[config.mk]
export PLATFORM = sky130hd
export DESIGN_NAME = surf_trig_tx
export DESIGN_NICKNAME = d
export VERILOG_FILES = /design/src/rtl/surf_trig_pkg.sv /design/src/rtl/surf_trig_tx_fifo.sv /design/src/rtl/surf_trig_tx.sv
export SDC_FILE = /design/constraint.sdc
export NUM_CORES = 1
export LEC_CHECK = 0
export BUFFER_PORTS_ARGS = -buffer_cell sky130_fd_sc_hd__buf_2
export CAP_MARGIN = 20
export CORE_ASPECT_RATIO = 0.5
export CORE_MARGIN = 2
export CORE_UTILIZATION = 62
export DETAILED_ROUTE_END_ITERATION = 8
export GPL_TIMING_DRIVEN = 0
export PLACE_DENSITY = 0.85
export SLEW_MARGIN = 5
export SYNTH_ARGS = -nofsm -noshare
export SYNTH_HDL_FRONTEND = slang
export SYNTH_SLANG_ARGS = --single-unit
[constraint.sdc]
create_clock -name sysclk_i -period 4.5 [get_ports sysclk_i]
set_input_delay 0.45 -clock sysclk_i [delete_from_list [all_inputs] [get_ports sysclk_i]]
set_output_delay 0.45 -clock sysclk_i [all_outputs]
set_load 0.005 [all_outputs]
[src/rtl/surf_trig_pkg.sv]
// Shared definitions for the SURF trigger link: word layout constants,
// word-build helpers and the transmitter word-sequencing states. The
// TURF-side decoder imports the same package so both ends agree on framing.
package surf_trig_pkg;

  localparam int          TRIG_FLAG_BIT = 15;
  localparam logic [15:0] IDLE_WORD     = 16'h0000;

  typedef enum logic {
    IDLE,
    META
  } trig_state_t;

  // Trigger word: flag bit set, 3 zero bits, 12-bit trigger address.
  function automatic logic [15:0] trig_word(input logic [11:0] addr);
    logic [15:0] w;
    w                = '0;
    w[TRIG_FLAG_BIT] = 1'b1;
    w[11:0]          = addr;
    return w;
  endfunction

  // Metadata word: flag bit clear, metadata in the low byte.
  function automatic logic [15:0] meta_word(input logic [7:0] meta);
    return {8'h00, meta};
  endfunction

endpackage

[src/rtl/surf_trig_tx_fifo.sv]
// Synchronous first-word-fall-through FIFO buffering trigger requests.
// Ports:
//   i_clk, i_rst    : clock, synchronous active-high reset
//   i_push, i_din   : write strobe and data (ignored when full)
//   i_pop           : consume the head entry (ignored when empty)
//   o_dout          : head entry, valid whenever o_empty is low
//   o_full, o_empty : occupancy flags
module surf_trig_tx_fifo #(
  parameter int DEPTH = 4,
  parameter int WIDTH = 20
) (
  input  logic             i_clk,
  input  logic             i_rst,
  input  logic             i_push,
  input  logic [WIDTH-1:0] i_din,
  input  logic             i_pop,
  output logic [WIDTH-1:0] o_dout,
  output logic             o_full,
  output logic             o_empty
);

  localparam int AW = $clog2(DEPTH);

  logic [WIDTH-1:0] r_mem [DEPTH];
  // Pointers carry one extra wrap bit to tell full from empty.
  logic [AW:0]      r_wr;
  logic [AW:0]      r_rd;
  logic             w_do_push;
  logic             w_do_pop;

  assign o_empty   = (r_wr == r_rd);
  assign o_full    = (r_wr[AW] != r_rd[AW]) && (r_wr[AW-1:0] == r_rd[AW-1:0]);
  assign o_dout    = r_mem[r_rd[AW-1:0]];
  assign w_do_push = i_push && !o_full;
  assign w_do_pop  = i_pop && !o_empty;

  always_ff @(posedge i_clk) begin
    if (w_do_push) begin
      r_mem[r_wr[AW-1:0]] <= i_din;
    end
  end

  always_ff @(posedge i_clk) begin
    if (i_rst) begin
      r_wr <= '0;
      r_rd <= '0;
    end else begin
      if (w_do_push) r_wr <= r_wr + (AW+1)'(1);
      if (w_do_pop)  r_rd <= r_rd + (AW+1)'(1);
    end
  end

endmodule

[src/rtl/surf_trig_tx.sv]
// SURF trigger link transmitter. Buffers trigger requests and sends each as
// a trigger word followed by a metadata word in consecutive 4-clock slots
// aligned to the 8-clock command cycle.
// Ports:
//   sysclk_i, sysclk_rst_i : clock, synchronous active-high reset
//   sysclk_phase_i         : high on clock 0 of the command cycle
//   train_i                : link training request
//   s_trig_*               : request stream {metadata[7:0], trig_addr[11:0]}
//   trig_dat_o, trig_slot_o: link word and new-word strobe
//   locked_o, phase_err_o  : slot alignment status / off-schedule phase pulse
//   trig_count_o           : triggers fully sent
module surf_trig_tx
  import surf_trig_pkg::*;
#(
  parameter int          FIFO_DEPTH    = 4,
  parameter logic [15:0] TRAIN_PATTERN = 16'h6A5C,
  parameter string       SYSCLKTYPE    = "NONE"
) (
  input  logic        sysclk_i,
  input  logic        sysclk_rst_i,
  input  logic        sysclk_phase_i,
  input  logic        train_i,
  input  logic [19:0] s_trig_tdata,
  input  logic        s_trig_tvalid,
  output logic        s_trig_tready,
  output logic [15:0] trig_dat_o,
  output logic        trig_slot_o,
  output logic        locked_o,
  output logic        phase_err_o,
  output logic [31:0] trig_count_o
);

  if (FIFO_DEPTH < 2 || FIFO_DEPTH > 16 || (FIFO_DEPTH & (FIFO_DEPTH - 1)) != 0 ||
      TRAIN_PATTERN[TRIG_FLAG_BIT] || SYSCLKTYPE == "") begin : g_bad_param
    $error("surf_trig_tx: invalid parameter set");
  end

  logic [1:0]  r_cnt;
  logic        r_locked;
  trig_state_t r_state;
  trig_state_t w_state_nxt;
  logic [7:0]  r_meta;
  logic [7:0]  w_meta_nxt;
  logic [15:0] r_dat;
  logic [15:0] w_dat_nxt;
  logic        r_slot;
  logic        r_phase_err;
  logic [31:0] r_count;
  logic        w_count_inc;
  logic        w_slot_ce;
  logic        w_tready;
  logic        w_pop;
  logic        w_full;
  logic        w_empty;
  logic [19:0] w_fifo_dout;

  assign w_slot_ce     = sysclk_phase_i || (r_locked && r_cnt == 2'd0);
  assign w_tready      = r_locked && !train_i && !w_full;
  assign s_trig_tready = w_tready;
  assign trig_dat_o    = r_dat;
  assign trig_slot_o   = r_slot;
  assign locked_o      = r_locked;
  assign phase_err_o   = r_phase_err;
  assign trig_count_o  = r_count;

  surf_trig_tx_fifo #(
    .DEPTH(FIFO_DEPTH),
    .WIDTH(20)
  ) u_fifo (
    .i_clk  (sysclk_i),
    .i_rst  (sysclk_rst_i),
    .i_push (s_trig_tvalid && w_tready),
    .i_din  (s_trig_tdata),
    .i_pop  (w_pop),
    .o_dout (w_fifo_dout),
    .o_full (w_full),
    .o_empty(w_empty)
  );

  always_ff @(posedge sysclk_i) begin
    if (sysclk_rst_i) begin
      r_cnt       <= '0;
      r_locked    <= 1'b0;
      r_state     <= IDLE;
      r_meta      <= '0;
      r_dat       <= IDLE_WORD;
      r_slot      <= 1'b0;
      r_phase_err <= 1'b0;
      r_count     <= '0;
    end else begin
      r_cnt       <= sysclk_phase_i ? 2'd1 : r_cnt + 2'd1;
      r_locked    <= r_locked || sysclk_phase_i;
      r_state     <= w_state_nxt;
      r_meta      <= w_meta_nxt;
      r_dat       <= w_dat_nxt;
      r_slot      <= w_slot_ce;
      r_phase_err <= sysclk_phase_i && r_locked && (r_cnt != 2'd0);
      if (w_count_inc) r_count <= r_count + 32'd1;
    end
  end

  // A phase that resyncs the slot counter is itself a boundary, so a pending
  // META word simply lands in the realigned slot.
  always_comb begin
    w_state_nxt = r_state;
    w_meta_nxt  = r_meta;
    w_dat_nxt   = r_dat;
    w_pop       = 1'b0;
    w_count_inc = 1'b0;
    if (w_slot_ce) begin
      case (r_state)
        IDLE: begin
          if (!w_empty && !train_i) begin
            w_pop       = 1'b1;
            w_dat_nxt   = trig_word(w_fifo_dout[11:0]);
            w_meta_nxt  = w_fifo_dout[19:12];
            w_state_nxt = META;
          end else begin
            w_dat_nxt = train_i ? TRAIN_PATTERN : IDLE_WORD;
          end
        end
        META: begin
          w_dat_nxt   = meta_word(r_meta);
          w_count_inc = 1'b1;
          w_state_nxt = IDLE;
        end
        default: w_state_nxt = IDLE;
      endcase
    end
  end

endmodule

==> results.sh, run 1 <==
export IMPL_crit_path_end_kind="flop"
export IMPL_layout_commonest_cell="edfxtp_1"
export IMPL_dieWidth_um=143.7
export IMPL_area_growth_pct=19.34
export IMPL_setup_viol=0
export IMPL_worstMarginPinSlew_ns=1.081
export IMPL_critical_path_arrival_ns=2.86
export IMPL_fin_nets=594
export IMPL_clock_skew_final_ns=0.007284
export IMPL_cts_tree="built"
export IMPL_dieHeight_um=73.85
export IMPL_viasPerCell=6.059
export IMPL_clk_latency_ns=0.43
export IMPL_ys_ff_latch=147
export IMPL_max_cap_violations=0
export IMPL_multi_input_area_um2=2088
export IMPL_htree_levels=4
export IMPL_synth_area_leaders="edfxtp_1 40%, dfxtp_1 22%, mux4_2 7.4%"
export IMPL_grt_use_total_pct=26.78
export IMPL_dr_first_iter_drc_count=371
export IMPL_synth_edf_count=80
export IMPL_rrSetupSlack_ns=1.68
export IMPL_drv_slew=0
export IMPL_post_cts_resized=0
export IMPL_max_stage_delay_ns=0.95
export IMPL_whs_ns=0.2354
export IMPL_ios=77
export IMPL_hp_class="in2reg"
export IMPL_cp_top_family="simple AND/OR/NAND/NOR gates"
export IMPL_power_leakage_nw=2.593
export IMPL_antenna_cells=0
export IMPL_async_reset_ff_share_pct=0
export IMPL_drive_gt1_share_pct=27.18
export IMPL_crit_type="reg2reg"
export IMPL_post_route_drc_count=0
export IMPL_root_buffer="clkbuf_16"
export IMPL_grt_max_degree=21
export IMPL_syn_num_nets=499
export IMPL_clock_path_buffers=2
export IMPL_postSynthCellCount=467
export IMPL_holdBufCountCts=0
export IMPL_vias=4296
export IMPL_cp_num_buf_inv=0
export IMPL_filler_cell_count=593
export IMPL_placed_area_um2=6626
export IMPL_avgSynthCellArea_um2=12.95
export IMPL_gp_congestion=0.8699
export IMPL_antenna_found_initial=0
export IMPL_powerDensity_nw_per_um2=416.9
export IMPL_max_slew_margin_pct=27.90
export IMPL_layout_common_cells="80 x edfxtp_1, 77 x buf_2, 67 x dfxtp_1"
export IMPL_yosys_area_top_type="edfxtp_1"
export IMPL_grt_pass1_wl_um=20720
export IMPL_synth_distinct_cells=50
export IMPL_routed_wl_um=13500
export IMPL_clock_fmax_ghz=0.3547
export IMPL_synth_warnings=0
export IMPL_yosysTopAreaCellShare_pct=39.71
export IMPL_synth_main_ff_cell="edfxtp_1"
export IMPL_fp_dieArea_um2=10610
export IMPL_coreArea_um2=9478
export IMPL_clkTransAtPathRegs_ns=0.07
export IMPL_crit_chain="xnor2_1 > a311oi_1 > and2_1"
export IMPL_fin_setup_tns_ns=0
export IMPL_seqCellArea_um2=3744
export IMPL_drtPass1Iterations=5
export IMPL_period_minus_slack_ns=2.819
export IMPL_cts_buffers=17
export IMPL_final_area_um2=7219
export IMPL_cp_data_required_time_ns=4.54
export IMPL_ys_seq_area_share_pct=61.88
export IMPL_startpoint_type="flop"
export IMPL_crit_path_top_delay_cell="and2_1"
export IMPL_ant_nets=0
export IMPL_globalRoute_totalOverflow=0
export IMPL_dp_hpwl_um=8794
export IMPL_grt_pass1_vias=3984
export IMPL_port_buffers=75
export IMPL_wl_per_cell_um=19.04
export IMPL_ir_drop_mv=0.3234
export IMPL_crit_fanout=20
export IMPL_fin_util_pct=76.17
export IMPL_cts_setup_buffers=0
export IMPL_start_util_pct=63.83
export IMPL_cts_sinks=147
export IMPL_rsz0062_at_grt="no"
export IMPL_hold_viol=0
export IMPL_period_share_pct=62.65
export IMPL_synth_area_um2=6050
export IMPL_rows=25
export IMPL_status="completed"
[report_power, final]
| part | switching, mW | total, mW | leakage, nW | internal, mW |
|---|---|---|---|---|
| Combinational | 0.0828 | 0.132 | 1.04 | 0.0494 |
| Sequential | 0.0100 | 1.44 | 1.26 | 1.43 |
| Clock | 0.603 | 1.44 | 0.286 | 0.833 |
[registers in the layout (all words and copies together), names as in the netlist, 2 cells and up, named ones only]
signal        flops
r_cnt             2
r_meta            8
trig_count_o     32
trig_dat_o       13
u_fifo.r_mem     80
u_fifo.r_rd       3
u_fifo.r_wr       3
[through the flow]
step / instances / worst slack [ns] / power [mW]
2_1_floorplan: 467 / 1.643 / 1.543
6_report: 709 / 1.681 / 3.010
3_5_place_dp: 678 / 1.689 / 1.599
4_1_cts: 709 / 1.700 / 3.015
5_1_grt: 709 / 1.535 / 3.083
3_3_place_gp: 677 / 0.4383 / 1.591
[logic make-up (layout without fill, tap and decap cells)]
logic type,Yosys count,count (layout),share of synthesized area (%)
AO/OA/AOI/OAI,77,77,7.922
XOR/XNOR,15,15,2.172
adder cells (fa/ha/maj),7,7,1.448
buffers and inverters,40,147,3.888
flip-flops,147,147,61.88
multiplexers,29,29,9.100
other,1,1,0.06199
AND/OR/NAND/NOR,151,151,13.53
[worst paths after layout]
path                   start            endpoint  cells after the start
min          s_trig_tdata[2]  u_fifo.r_mem[0][2]                      1
min reg2reg         r_cnt[0]            r_cnt[0]                      1
max reg2reg   u_fifo.r_wr[1]  u_fifo.r_mem[0][6]                      3
max           u_fifo.r_wr[1]  u_fifo.r_mem[0][6]                      3
[cell usage after synthesis, types with 4 or more instances]
master / number
edfxtp_1: 80
dfxtp_1: 67
nor2_1: 37
a21oi_1: 32
nand3_1: 27
mux4_2: 20
clkbuf_1: 17
nand2_1: 14
o21ai_0: 12
nand4_1: 11
o31ai_1: 11
or4_1: 11
nor3_1: 10
xnor2_1: 10
inv_1: 8
nor2b_1: 8
ha_1: 7
nor4_1: 7
a31oi_1: 5
and2_1: 5
buf_6: 5
mux2_2: 5
xor2_1: 5
a221oi_1: 4
a31o_2: 4
and4_1: 4
buf_4: 4
nand2b_1: 4
[worst register-to-register path, stage by stage (launching register included)]
cell and delay [ns]:
dfxtp_1 0.44, xnor2_1 0.23, a311oi_1 0.81, and2_1 0.95
[area by class of cell]
type	count	area share (%)
well taps	135	2.340
inverters	8	0.4159
clock buffers	17	5.893
plain buffers	32	2.842
clock inverters	14	2.322
repair buffers	76	5.407
multi-input cells	280	28.93
flip-flops and latches	147	51.85
[per-layer routing]
| metal | vias up | part of all wire, % | global-route usage (%) |
|---|---|---|---|
| li1 | 1977 | - | - |
| met1 | 2071 | 43 | 35.04 |
| met2 | 219 | 48 | 43.65 |
| met3 | 29 | 7.4 | 6.519 |
| met4 | 0 | 2.1 | 11.44 |
| met5 | - | 0 | 0 |
Power figures use the tool's default switching activity.
==> inputs of run 2 (changes only) <==
CORE_UTILIZATION = 52   (was 62)
PLACE_DENSITY = 0.76   (was 0.85)
clock period = 2.5 ns   (was 4.5 ns; I/O delays follow)
==> results.sh, run 2 (synthesis gave the netlist of run 1 again) <==
export IMPL_powerDensity_nw_per_um2=743.2
export IMPL_placed_area_um2=6639
export IMPL_routed_wl_um=12900
export IMPL_filler_cell_count=834
export IMPL_cts_setup_buffers=0
export IMPL_rsz0062_at_grt="no"
export IMPL_cts_buffers=17
export IMPL_fin_setup_tns_ns=0
export IMPL_crit_path_end_kind="flop"
export IMPL_period_share_pct=92.36
export IMPL_cts_sinks=147
export IMPL_coreArea_um2=11150
export IMPL_clk_latency_ns=0.42
export IMPL_hold_viol=0
export IMPL_rrSetupSlack_ns=0.19
export IMPL_globalRoute_totalOverflow=0
export IMPL_gp_congestion=0.8030
export IMPL_crit_fanout=10
export IMPL_rows=27
export IMPL_drive_gt1_share_pct=27.87
export IMPL_max_slew_margin_pct=34.76
export IMPL_final_area_um2=7239
export IMPL_whs_ns=0.04054
export IMPL_post_route_drc_count=0
export IMPL_clock_skew_final_ns=0.007906
export IMPL_dieWidth_um=156.5
export IMPL_grt_max_degree=21
export IMPL_ant_nets=0
export IMPL_status="completed"
export IMPL_crit_type="reg2reg"
export IMPL_fp_dieArea_um2=12570
export IMPL_ios=77
export IMPL_largest_reg_flops=80
export IMPL_clock_fmax_ghz=0.4331
export IMPL_cts_tree="built"
export IMPL_max_cap_violations=0
export IMPL_cp_data_required_time_ns=2.81
export IMPL_htree_levels=4
export IMPL_dr_first_iter_drc_count=290
export IMPL_clock_path_buffers=2
export IMPL_setup_viol=0
export IMPL_antenna_found_initial=0
export IMPL_ir_drop_mv=0.4338
export IMPL_dieHeight_um=80.27
export IMPL_multi_input_area_um2=2098
export IMPL_wl_per_cell_um=17.94
export IMPL_power_leakage_nw=2.600
export IMPL_area_growth_pct=19.67
export IMPL_fin_nets=594
export IMPL_clkTransAtPathRegs_ns=0.06
export IMPL_startpoint_type="flop"
export IMPL_root_buffer="clkbuf_16"
export IMPL_period_minus_slack_ns=2.309
export IMPL_drv_slew=0
export IMPL_worstMarginPinSlew_ns=0.9696
export IMPL_hp_class="in2reg"
export IMPL_layout_common_cells="80 x edfxtp_1, 77 x buf_2, 67 x dfxtp_1"
export IMPL_viasPerCell=5.832
export IMPL_seqCellArea_um2=3744
export IMPL_grt_pass1_vias=3965
export IMPL_grt_pass1_wl_um=20470
export IMPL_critical_path_arrival_ns=2.62
export IMPL_vias=4193
export IMPL_start_util_pct=54.26
export IMPL_antenna_cells=0
export IMPL_layout_commonest_cell="edfxtp_1"
export IMPL_dp_hpwl_um=8618
export IMPL_port_buffers=75
export IMPL_drtPass1Iterations=5
export IMPL_holdBufCountCts=0
export IMPL_grt_use_total_pct=21.83
==> run 2: changes by cell type in the layout (fill, tap and decap cells not counted), sizes merged <==
cell | before | now
clkinvlp | 2 | 1
clkinv | 1 | 2
==> run 2: cell type report <==
class / instances / area share [%]
Buffer: 32 / 2.834
Inverter: 8 / 0.4148
Timing Repair Buffer: 76 / 5.392
Multi-Input combinational cell: 280 / 28.98
Clock inverter: 14 / 2.281
Sequential cell: 147 / 51.71
Tap cell: 145 / 2.506
Clock buffer: 17 / 5.876
==> run 2: what timing repair did <==
action                                  CTS  global route
resized for setup                         3             1
endpoints found under the setup margin   60            60
pin swaps                                 0             0
==> run 2: where the power goes <==
group | total, mW | switching (mW) | internal [mW]
clock | 2.55 | 1.06 | 1.50
sequential | 2.59 | 0.0172 | 2.58
combinational | 0.233 | 0.144 | 0.0895
==> run 2: worst paths after layout <==
| kind | startpoint | to | cells after the start |
|---|---|---|---|
| worst min register to register | r_cnt[0] | r_cnt[0] | 1 |
| worst max register to register | r_cnt[0] | trig_count_o[12] | 7 |
| worst max-delay path | r_cnt[0] | trig_count_o[12] | 7 |
| worst min-delay path | s_trig_tdata[8] | u_fifo.r_mem[0][8] | 1 |
==> run 2: through the flow <==
step / std cells / setup slack (ns) / utilization, % / total power, mW
2_1_floorplan: 467 / 0.3922 / - / 2.778
3_3_place_gp: 687 / -0.2503 / 59.32 / 2.868
3_5_place_dp: 688 / -0.2389 / 59.55 / 2.877
6_report: 719 / 0.1909 / 64.94 / 5.380
5_1_grt: 719 / 0.006967 / 64.94 / 5.552
4_1_cts: 719 / 0.05782 / 64.88 / 5.419
==> run 2: layer usage <==
metal / vias to the layer above / part of all wire [%] / track usage (%) / wire [µm]
li1: 1976 / - / - / -
met1: 2048 / 44 / 28.81 / 5649
met2: 154 / 48 / 35.59 / 6211
met3: 15 / 6.7 / 5.289 / 861
met4: 0 / 1.4 / 7.982 / 177
met5: - / 0 / 0 / 0
==> run 2: critical path, cell delays in order (launching register included) <==
cell      delay, ns
dfxtp_1        0.32
inv_1          0.05
ha_1           0.18
a21oi_1        0.10
clkbuf_1       0.26
nor4_1         0.69
and3_1         0.27
mux2_2         0.33
==> inputs of run 3 (changes only) <==
ABC_AREA = 1   (was unset)
==> results.sh, run 3 <==
export IMPL_synth_edf_count=80
export IMPL_syn_num_nets=685
export IMPL_fin_setup_tns_ns=0
export IMPL_period_share_pct=90.12
export IMPL_dp_hpwl_um=9957
export IMPL_viasPerCell=5.291
export IMPL_drv_slew=0
export IMPL_crit_path_top_delay_cell="nor2_2"
export IMPL_yosysMostFrequentCell="nor2_1"
export IMPL_startpoint_type="flop"
export IMPL_port_buffers=75
export IMPL_yosysTopAreaCellShare_pct=39.07
export IMPL_antenna_cells=0
export IMPL_ir_drop_mv=0.3830
export IMPL_met2_usage_pct=38.91
export IMPL_area_growth_pct=19.72
export IMPL_filler_cell_count=959
export IMPL_globalRoute_totalOverflow=0
export IMPL_power_mw=5.400
export IMPL_async_reset_ff_share_pct=0
export IMPL_crit_type="reg2reg"
export IMPL_critPathLaunch="u_fifo.r_rd[2]"
export IMPL_yosys_area_top_type="edfxtp_1"
export IMPL_synth_common_cells="122 x nor2_1, 106 x nand2_1, 80 x edfxtp_1"
export IMPL_fin_nets=783
export IMPL_vias=4915
export IMPL_busiest_layer="met2"
export IMPL_clock_path_buffers=2
export IMPL_status="completed"
export IMPL_ant_nets=0
export IMPL_cts_buffers=17
export IMPL_grt_use_total_pct=23.63
export IMPL_synth_main_ff_cell="edfxtp_1"
export IMPL_max_slew_margin_pct=51.52
export IMPL_crit_fanout=11
export IMPL_cts_setup_buffers=0
export IMPL_crit_path_end_kind="flop"
export IMPL_synth_area_um2=6148
export IMPL_cp_top_family="simple AND/OR/NAND/NOR gates"
export IMPL_period_minus_slack_ns=2.253
export IMPL_cp_num_buf_inv=1
export IMPL_holdBufCountCts=0
export IMPL_drive_gt1_share_pct=19.11
export IMPL_p_int_mw=4.033
export IMPL_layout_commonest_cell="nor2_1"
export IMPL_p_seq_share_pct=48.8
export IMPL_grt_max_degree=17
export IMPL_seqCellArea_um2=3744
export IMPL_placed_cells=897
export IMPL_clk_latency_ns=0.42
export IMPL_root_buffer="clkbuf_16"
export IMPL_clockPowerShare_pct=43.7
export IMPL_reg2reg_from="u_fifo.r_rd[2]"
export IMPL_hold_viol=0
export IMPL_cts_tree="built"
export IMPL_setup_viol=0
export IMPL_p_sw_mw=1.367
export IMPL_cp_data_required_time_ns=2.63
export IMPL_met3_usage_pct=7.257
export IMPL_clkTransAtPathRegs_ns=0.06
export IMPL_antenna_found_initial=0
export IMPL_whs_ns=0.01033
export IMPL_wl_per_cell_um=15.49
export IMPL_gp_congestion=0.8874
export IMPL_max_cap_violations=0
export IMPL_synth_area_leaders="edfxtp_1 39%, dfxtp_1 22%, nor2_1 7.4%"
export IMPL_combPwrFrac_pct=7.5
export IMPL_crit_chain="xnor2_1 > nand3b_1 > nand3_1 > nor2_2 > buf_8"
export IMPL_ios=77
export IMPL_instances_no_fill=929
export IMPL_multi_input_area_um2=2088
export IMPL_rsz0062_at_grt="no"
export IMPL_fin_util_pct=63.10
export IMPL_layout_common_cells="118 x nor2_1, 106 x nand2_1, 80 x edfxtp_1"
export IMPL_dieHeight_um=80.89
export IMPL_worstMarginPinSlew_ns=0.7264
export IMPL_ys_seq_area_share_pct=60.89
export IMPL_dieWidth_um=157.8
export IMPL_min_delay_start="sysclk_phase_i"
export IMPL_post_route_drc_count=0
export IMPL_htree_levels=4
export IMPL_coreArea_um2=11670
export IMPL_clock_skew_final_ns=0.006378
export IMPL_postSynthCellCount=653
export IMPL_fp_dieArea_um2=12760
export IMPL_power_leakage_nw=3.019
export IMPL_grt_pass1_wl_um=22610
export IMPL_rows=28
export IMPL_ys_ff_latch=147
export IMPL_start_util_pct=52.70
export IMPL_powerDensity_nw_per_um2=733.7
export IMPL_avgSynthCellArea_um2=9.416
export IMPL_routed_wl_um=14390
export IMPL_cts_sinks=147
export IMPL_p_sw_share_pct=25.31
export IMPL_synth_distinct_cells=39
export IMPL_max_stage_delay_ns=0.67
export IMPL_grt_pass1_vias=4668
export IMPL_met1_usage_pct=29.74
export IMPL_drtPass1Iterations=5
export IMPL_critical_path_arrival_ns=2.38
export IMPL_hp_class="in2reg"
export IMPL_post_cts_resized=0
export IMPL_largest_reg_flops=80
export IMPL_dr_first_iter_drc_count=408
export IMPL_synth_warnings=0
export IMPL_clock_fmax_ghz=0.4439
==> run 3: through the flow <==
step                worst slack [ns]  instance area, µm²
floorplan                     0.3398                6148
global placement             -0.5347                6730
detailed placement            0.2837                6813
CTS                           0.2571                7361
global route                 0.07463                7361
finish                        0.2470                7361
==> run 3: kinds of logic after synthesis <==
family,after synthesis,share of synthesized area [%]
simple gates,286,20.31
flops,147,60.89
compound gates,122,10.87
buf+inv,82,5.311
xor+xnor,8,1.140
fa+ha+maj,7,1.424
other cells,1,0.06099
==> run 3: cell type report <==
cell class              instances  area share (%)
well taps                     165           2.805
clock buffers                  17           5.779
repair buffers                 79           6.085
multi-input cells             424           28.37
clock inverters                15           1.666
plain buffers                  25           1.530
flip-flops and latches        147           50.86
inverters                      57           2.907
==> run 3: metal layers <==
metal / share of wire (%) / wire [µm]
met2: 47 / 6771
met1: 42 / 6022
met3: 9.7 / 1396
met5: 0 / 0
met4: 1.4 / 201
==> run 3: worst paths after layout <==
kind	endpoint	slack, ns	cells after the start
max	u_fifo.r_mem[1][3]	0.25	5
min	r_cnt[1]	0.01	2
max reg2reg	u_fifo.r_mem[1][3]	0.25	5
min reg2reg	r_cnt[0]	0.45	1
==> run 3: power by group through the flow <==
stage	logic, mW	clock network [mW]	registers (mW)
2_1_floorplan	0.241	0	2.68
3_3_place_gp	0.381	0	2.69
3_5_place_dp	0.398	0	2.69
4_1_cts	0.404	2.39	2.63
5_1_grt	0.452	2.50	2.64
6_report	0.407	2.36	2.63
